===== src/rtl/mem_rd_pkg.sv =====
// Shared constants and FSM state type for the register-file burst reader.
package mem_rd_pkg;

  localparam int unsigned DATA_W = 32;
  localparam int unsigned ADDR_W = 4;
  localparam int unsigned DEPTH  = 2 ** ADDR_W;

  localparam logic [ADDR_W:0] LEN_ONE = 1;

  typedef enum logic [1:0] {
    IDLE,
    STREAM,
    DRAIN
  } state_t;

endpackage


===== src/rtl/mem_rd_out_stage.sv =====
// Single-entry valid/ready register slice holding one output beat (data + last).
module mem_rd_out_stage
  import mem_rd_pkg::*;
(
  input  logic              clk,
  input  logic              rst_n,
  input  logic              load,
  input  logic [DATA_W-1:0] load_data,
  input  logic              load_last,
  input  logic              ready,
  output logic              valid,
  output logic [DATA_W-1:0] data,
  output logic              last,
  output logic              can_load,
  output logic              accept
);

  assign accept   = valid && ready;
  assign can_load = !valid || ready;

  // A load replaces an accepted beat in the same cycle, giving one beat per cycle.
  always_ff @(posedge clk or negedge rst_n) begin
    if (!rst_n) begin
      valid <= 1'b0;
      data  <= '0;
      last  <= 1'b0;
    end else if (load) begin
      valid <= 1'b1;
      data  <= load_data;
      last  <= load_last;
    end else if (accept) begin
      valid <= 1'b0;
      last  <= 1'b0;
    end
  end

endmodule


===== src/rtl/mem_burst_reader.sv =====
// Burst read engine: walks burst_len entries from base_addr (wrapping) through a
// combinational read port and streams them out over valid/ready with a last marker.
module mem_burst_reader
  import mem_rd_pkg::*;
(
  input  logic              clk,
  input  logic              rst_n,
  input  logic              start,
  input  logic [ADDR_W-1:0] base_addr,
  input  logic [ADDR_W:0]   burst_len,
  output logic              busy,
  output logic              done,
  output logic [ADDR_W-1:0] rd_addr,
  input  logic [DATA_W-1:0] rd_data,
  output logic [DATA_W-1:0] out_data,
  output logic              out_valid,
  input  logic              out_ready,
  output logic              out_last
);

  state_t            state;
  logic [ADDR_W-1:0] cur_addr;
  logic [ADDR_W-1:0] rd_addr_hold;
  logic [ADDR_W:0]   remaining;
  logic              accept_start;
  logic              load;
  logic              load_last;
  logic              can_load;
  logic              beat_accept;

  assign accept_start = (state == IDLE) && start && (burst_len != '0);
  assign busy         = (state != IDLE);

  // The first word is captured on the accepting edge itself, so the read port
  // presents base_addr during the start cycle.
  always_comb begin
    rd_addr   = rd_addr_hold;
    load      = 1'b0;
    load_last = 1'b0;
    unique case (state)
      IDLE: begin
        if (accept_start) begin
          rd_addr   = base_addr;
          load      = 1'b1;
          load_last = (burst_len == LEN_ONE);
        end
      end
      STREAM: begin
        rd_addr   = cur_addr;
        load      = can_load;
        load_last = (remaining == LEN_ONE);
      end
      default: ;
    endcase
  end

  always_ff @(posedge clk or negedge rst_n) begin
    if (!rst_n) begin
      state        <= IDLE;
      cur_addr     <= '0;
      remaining    <= '0;
      rd_addr_hold <= '0;
      done         <= 1'b0;
    end else begin
      rd_addr_hold <= rd_addr;
      done         <= 1'b0;
      unique case (state)
        IDLE: begin
          if (accept_start) begin
            cur_addr  <= base_addr + 1'b1;
            remaining <= burst_len - LEN_ONE;
            state     <= (burst_len == LEN_ONE) ? DRAIN : STREAM;
          end
        end
        STREAM: begin
          if (load) begin
            cur_addr  <= cur_addr + 1'b1;
            remaining <= remaining - LEN_ONE;
            if (remaining == LEN_ONE) begin
              state <= DRAIN;
            end
          end
        end
        DRAIN: begin
          if (beat_accept) begin
            state <= IDLE;
            done  <= 1'b1;
          end
        end
        default: state <= IDLE;
      endcase
    end
  end

  mem_rd_out_stage u_out_stage (
    .clk       (clk),
    .rst_n     (rst_n),
    .load      (load),
    .load_data (rd_data),
    .load_last (load_last),
    .ready     (out_ready),
    .valid     (out_valid),
    .data      (out_data),
    .last      (out_last),
    .can_load  (can_load),
    .accept    (beat_accept)
  );

endmodule

===== config.mk =====
export PLATFORM = sky130hd
export DESIGN_NAME = mem_burst_reader
export DESIGN_NICKNAME = d
export VERILOG_FILES = /design/src/rtl/mem_rd_pkg.sv /design/src/rtl/mem_rd_out_stage.sv /design/src/rtl/mem_burst_reader.sv
export SDC_FILE = /design/constraint.sdc
export NUM_CORES = 1
export LEC_CHECK = 0
export BUFFER_PORTS_ARGS = -buffer_cell sky130_fd_sc_hd__buf_2
export CAP_MARGIN = 40
export CORE_ASPECT_RATIO = 0.6
export CORE_MARGIN = 2
export CORE_UTILIZATION = 45
export DETAILED_ROUTE_END_ITERATION = 8
export PLACE_DENSITY = 0.74
export SETUP_SLACK_MARGIN = 0.02
export SYNTH_ARGS = -nofsm -noshare
export SYNTH_HDL_FRONTEND = slang
export SYNTH_SLANG_ARGS = --single-unit

===== constraint.sdc =====
create_clock -name clk -period 4.8 [get_ports clk]
set_input_delay 0.96 -clock clk [delete_from_list [all_inputs] [get_ports clk]]
set_output_delay 0.96 -clock clk [all_outputs]
set_load 0.005 [all_outputs]

# Yosys cells after proc, flatten, opt, wreduce, memory -nomap -nowiden
# Index checks and enable logic that the tools add are counted.
[word_totals]
in_bits = 45
regBits = 50
elab_cells = 55
output_inout_bits = 40
[op_classes]
eq_ne = 8
addsub = 4
muxes = 23
reduce_logical = 12
[ops]
columns = ["op", "count"]
rows = [
  ["$pmux 4 s2", 2],
  ["$mux 4", 3],
  ["$eq 5x1->1 const B", 2],
  ["$mux 2", 5],
  ["$mux 5", 2],
  ["$pmux 5 s2", 1],
  ["$sub 5x1->5 const B", 2],
  ["$add 4x1->4 const B", 2],
  ["$ne 2x2->1 const B", 4],
  ["$mux 1", 7],
  ["$pmux 2 s3", 1],
  ["$reduce_bool 2->1", 3],
  ["$reduce_bool 5->1", 1],
  ["$pmux 1 s2", 2],
  ["$reduce_and 4->1", 1],
  ["$logic_and 1x1->1", 3],
  ["$reduce_and 3->1", 1],
  ["$eq 2x1->1 const B", 1],
  ["$eq 2x2->1 const B", 1],
  ["$logic_not 2->1", 1],
  ["$logic_not 1->1", 1],
  ["$logic_or 1x1->1", 1],
]

# Longest topological paths before layout
[logic_depth]
ltp_word = 7
mapped_depth = 8
ltp_nobuf = 7

# Hierarchy
# From an unflattened synthesis, not the netlist that was laid out.
[hier_totals]
cells_unflattened = 191
hier_area_um2 = 2514.9
[modules_own_cells]
columns = ["mod", "seq_area_each_um2", "instances", "cells_each", "area_per_inst_um2"]
rows = [
  ["mem_rd_out_stage", 850.8, 1, 76, 1416.4],
  ["mem_burst_reader", 400.4, 1, 115, 1098.6],
]

# Least setup slack after synthesis
# OpenSTA, ideal clock, no wires.
[synth_path]
kind = "in2out"
start = "input port burst_len[1]"
end = "output port rd_addr[0]"
cell_stages = 6
path_slack_ns = 1.805
arrival_ns = 2.035
path_buffers = 0
t_required_ns = 3.840
path_cell_list = "inv_1 ha_1 nor4b_4 nor2_2 nor2_1 a221o_1"
[synth_via]
elab_chain_len = 4
[synth_lines]
columns = ["item", "line", "source"]
rows = [
  ["start, declared", "mem_burst_reader.sv:10", "input logic [ADDR_W:0] burst_len,"],
  ["$reduce_bool 5->1", "mem_burst_reader.sv:31", "assign accept_start = (state == IDLE) && start && (burst_len != '0);"],
  ["$logic_and 1x1->1", "mem_burst_reader.sv:31", ""],
  ["$mux 4", "mem_burst_reader.sv:42", "if (accept_start) begin"],
  ["$pmux 4 s2", "mem_burst_reader.sv:40", "unique case (state)"],
  ["end, declared", "mem_burst_reader.sv:13", "output logic [ADDR_W-1:0] rd_addr,"],
]
# Every way passes these cells.

# Final worst setup path
[layout_path]
start = "input port burst_len[0]"
end = "output port rd_addr[2]"
# The elaborated chain is that of the path after synthesis.

==> flow_metrics.env <==
export IMPL_core_area_sq_um=5030
export IMPL_crit_chain="buf_2, inv_1, ha_1, nor4b_4, nor2_2, nor2_1, a221o_1, buf_2"
export IMPL_routed_wire_length_per_instance_um=13.22
export IMPL_critical_path_most_common_cell="sky130_fd_sc_hd__buf_2"
export IMPL_hold_class="reg -> reg"
export IMPL_netlist_top_cells_area="sky130_fd_sc_hd__dfrtp_1 (53%), sky130_fd_sc_hd__nand2_1 (18%), sky130_fd_sc_hd__ha_1 (3.2%), sky130_fd_sc_hd__a21oi_1 (1.5%), sky130_fd_sc_hd__a221o_1 (1.3%)"
export IMPL_yosysSeqAreaShare_pct=53.45
export IMPL_critical_path_max_fanout=6
export IMPL_post_drt_via_cell_ratio=5.055
export IMPL_synth_top_flop_cell="sky130_fd_sc_hd__dfrtp_1"
export IMPL_vias_in_the_first_global_route=1772
export IMPL_detail_route_iter0_violations=106
export IMPL_synth_largest_area_cell="sky130_fd_sc_hd__dfrtp_1"
export IMPL_drc_errors=0
export IMPL_rr_worst_depth=7
export IMPL_reg2reg_setup_slack_ps=2660
export IMPL_asyncSetResetFlopFracSynth_pct=100.0
export IMPL_end_of_flow_core_utilization_pct=59.53
export IMPL_number_of_buffer_cells_added_on_primary_ports=84
export IMPL_muxShareOfSynthArea_pct=1.764
export IMPL_finalMaxSlewViolations=0
export IMPL_clock_tree_from_tritoncts="yes"
export IMPL_category_of_the_critical_setup_timing_path="in -> out"
export IMPL_synth_avg_cell_area_sq_um=9.364
export IMPL_die_width_um=97.12
export IMPL_finalInstanceArea_sq_um=2994
export IMPL_synth_top_cell_area_share_pct=53.45
export IMPL_synthDistinctLibCells=40
export IMPL_crit_path_start="burst_len[0]"
export IMPL_post_cts_resize_count=0
export IMPL_grt_pass1_wl_um=8687
export IMPL_grt_overflow_total=0
export IMPL_worstSetupEndpoint="rd_addr[2]"
export IMPL_final_layout_size_suffix_gt1_share_pct=31.34
export IMPL_routabilityCongestion=0.8019
export IMPL_critical_path_required_ps=3840
export IMPL_setup_tns_final_ps=0
export IMPL_num_antenna_cells=0
export IMPL_timing_final_hold_violations=0
export IMPL_rows=20
export IMPL_post_route_min_period_ps=3518
export IMPL_numCtsBuffers=5
export IMPL_worst_slew_margin_rel_pct=58.68
export IMPL_cap_violations=0
export IMPL_status="complete, no violations"
export IMPL_static_leakage_power_nw=1.603
export IMPL_timing_final_crit_share_pct=73.30
export IMPL_antenna_left=0
export IMPL_clock_latency_ps=290
export IMPL_dr_pass1_iters=4
export IMPL_number_of_antenna_violations_at_the_first_check_in_global_routing=0
export IMPL_setup_repair_after_global_routing_missed_its_margin="no"
export IMPL_gate_count_post_synth=250
export IMPL_clk_pin_slew_worst_paths_ps=90
export IMPL_clock_skews_ps=7.562
export IMPL_hold_path_depth=2
export IMPL_placed_cell_area_sq_um=2856
export IMPL_crit_arrival_ps=2560
export IMPL_combinational_family_with_the_most_area_after_synthesis="simple AND/OR/NAND/NOR gates"
export IMPL_initial_core_util_pct=46.54
export IMPL_place_hpwl_um=3784
export IMPL_fraction_of_synthesized_cell_area_in_xor_and_xnor_cells_pct=1.122
export IMPL_total_power_mw=1.999
export IMPL_mostFrequentLayoutCell="sky130_fd_sc_hd__nand2_1"
export IMPL_ioPinCount=85
export IMPL_cts_htree_levels=2
export IMPL_ir_drop_mv=0.2732
export IMPL_detailed_route_via_count=2027
export IMPL_critical_path_slowest_cell="sky130_fd_sc_hd__nor4b_4"
export IMPL_power_density_cell_area_nw_per_um2=667.6
export IMPL_setup_viol=0
export IMPL_cts_max_path_buffers=2
export IMPL_floorplan_die_area_sq_um=5814
export IMPL_chipHeight_um=59.87
export IMPL_max_clock_freq_mhz=284.2
export IMPL_number_of_enable_flip_flop_cells_after_synthesis=0
export IMPL_cts_repair_timing_setup_buffer_count=0
export IMPL_synth_nets=301
export IMPL_cpPeakStageDelay_ps=430
export IMPL_aggregate_global_route_resource_usage_pct=19.18
export IMPL_share_of_the_synthesized_area_in_compound_gates_ao_oa_aoi_oai_pct=11.33
export IMPL_area_growth_synth_to_final_pct=27.90
export IMPL_clock_sink_total=50
export IMPL_hold_buffers=0
export IMPL_synth_simple_gate_area_share_pct=25.71
export IMPL_final_nets=385
export IMPL_tightestPinTransition_ps=619.8
export IMPL_synth_adder_area_share_pct=3.207
export IMPL_regToRegEndpoint="cur_addr[2]"
export IMPL_routed_wl_um=5301
export IMPL_yosys_register_bits=50
export IMPL_start_kind="input port"
export IMPL_netlist_area_sq_um=2341
export IMPL_grt_start_max_net_pins=51
export IMPL_clock_root_buffer="sky130_fd_sc_hd__clkbuf_8"
export IMPL_end_kind="primary output"
export IMPL_most_common_layout_cells="sky130_fd_sc_hd__nand2_1 (110), sky130_fd_sc_hd__buf_2 (84), sky130_fd_sc_hd__dfrtp_1 (50), sky130_fd_sc_hd__a21oi_1 (7), sky130_fd_sc_hd__ha_1 (6)"
export IMPL_regToRegStartpoint="state[1]"
export IMPL_yosys_warnings=0
stage by stage:
| step | cells | worst slack [ps] | hold WS [ps] |
|---|---|---|---|
| after floorplan | 250 | 1805 | 459.9 |
| after global placement | 391 | 1402 | 443.8 |
| after detailed placement | 393 | 1293 | 450.3 |
| after CTS | 401 | 1271 | 473.2 |
| after global routing | 401 | 1132 | 493.6 |
| final | 401 | 1282 | 468.7 |
cell usage after synthesis, types with 2 or more instances:
library cell,count
sky130_fd_sc_hd__a211oi_1,3
sky130_fd_sc_hd__a21oi_1,7
sky130_fd_sc_hd__a22oi_1,2
sky130_fd_sc_hd__o21ai_0,5
sky130_fd_sc_hd__a22o_1,2
sky130_fd_sc_hd__o22ai_1,2
sky130_fd_sc_hd__or2_2,3
sky130_fd_sc_hd__nand2b_1,3
sky130_fd_sc_hd__xor2_1,2
sky130_fd_sc_hd__ha_1,6
sky130_fd_sc_hd__buf_6,2
sky130_fd_sc_hd__nor3b_1,2
sky130_fd_sc_hd__buf_4,2
sky130_fd_sc_hd__dfrtp_1,50
sky130_fd_sc_hd__clkbuf_1,4
sky130_fd_sc_hd__nand3_1,2
sky130_fd_sc_hd__nor3_1,5
sky130_fd_sc_hd__and2_1,4
sky130_fd_sc_hd__a221o_1,3
sky130_fd_sc_hd__inv_1,5
sky130_fd_sc_hd__a21o_1,2
sky130_fd_sc_hd__mux2i_1,3
sky130_fd_sc_hd__nand2_1,110
sky130_fd_sc_hd__nor2_1,5
layer usage:
metal / vias to the layer above / track usage, % / part of all wire, %
li1: 986 / - / -
met1: 945 / 28.42 / 50
met2: 85 / 27.58 / 40
met3: 11 / 5.497 / 8.2
met4: 0 / 5.433 / 1.4
met5: - / 0 / 0
logic make-up (layout without fill, tap and decap cells):
group,after synthesis,after routing
simple gates,139,139
flops,50,50
compound gates,33,33
buf+inv,15,100
fa+ha+maj,6,6
mux,4,4
xor+xnor,3,3
worst min-delay path by stage:
stage	end	startpoint
after detailed placement	u_out_stage.data[0]	u_out_stage.data[0]
final	u_out_stage.data[0]	u_out_stage.data[0]
after global placement	u_out_stage.data[31]	u_out_stage.data[31]
after CTS	u_out_stage.data[0]	u_out_stage.data[0]
after floorplan	u_out_stage.data[10]	u_out_stage.data[10]
after global routing	u_out_stage.data[25]	u_out_stage.data[25]
final cells by class:
cell class	instances	area [sq um]
timing repair buffer	87	483.0
tap	66	82.58
fill	450	2036
clock buffer	5	68.82
sequential	50	1251
clock inverter	3	68.82
inverter	5	18.77
multi-input combinational	185	1021
report_power, final:
group	internal (mW)	switching, mW
Combinational	0.411	0.494
Clock	0.209	0.138
Sequential	0.623	0.125
Total	1.24	0.756
critical path, delay by kind of cell:
family / cells / cell delay, ps
buffers and inverters: 3 / 310
and+or+nand+nor: 3 / 900
adders and majority gates: 1 / 160
AOI/OAI and AO/OA: 1 / 220
registers in the layout, summed over array words and instances, names as in the netlist:
signal / flops
cur_addr: 4
done: 1
rd_addr_hold: 4
remaining: 5
state: 2
u_out_stage.data: 32
u_out_stage.last: 1
u_out_stage.valid: 1
Power figures use the tool's default switching activity.
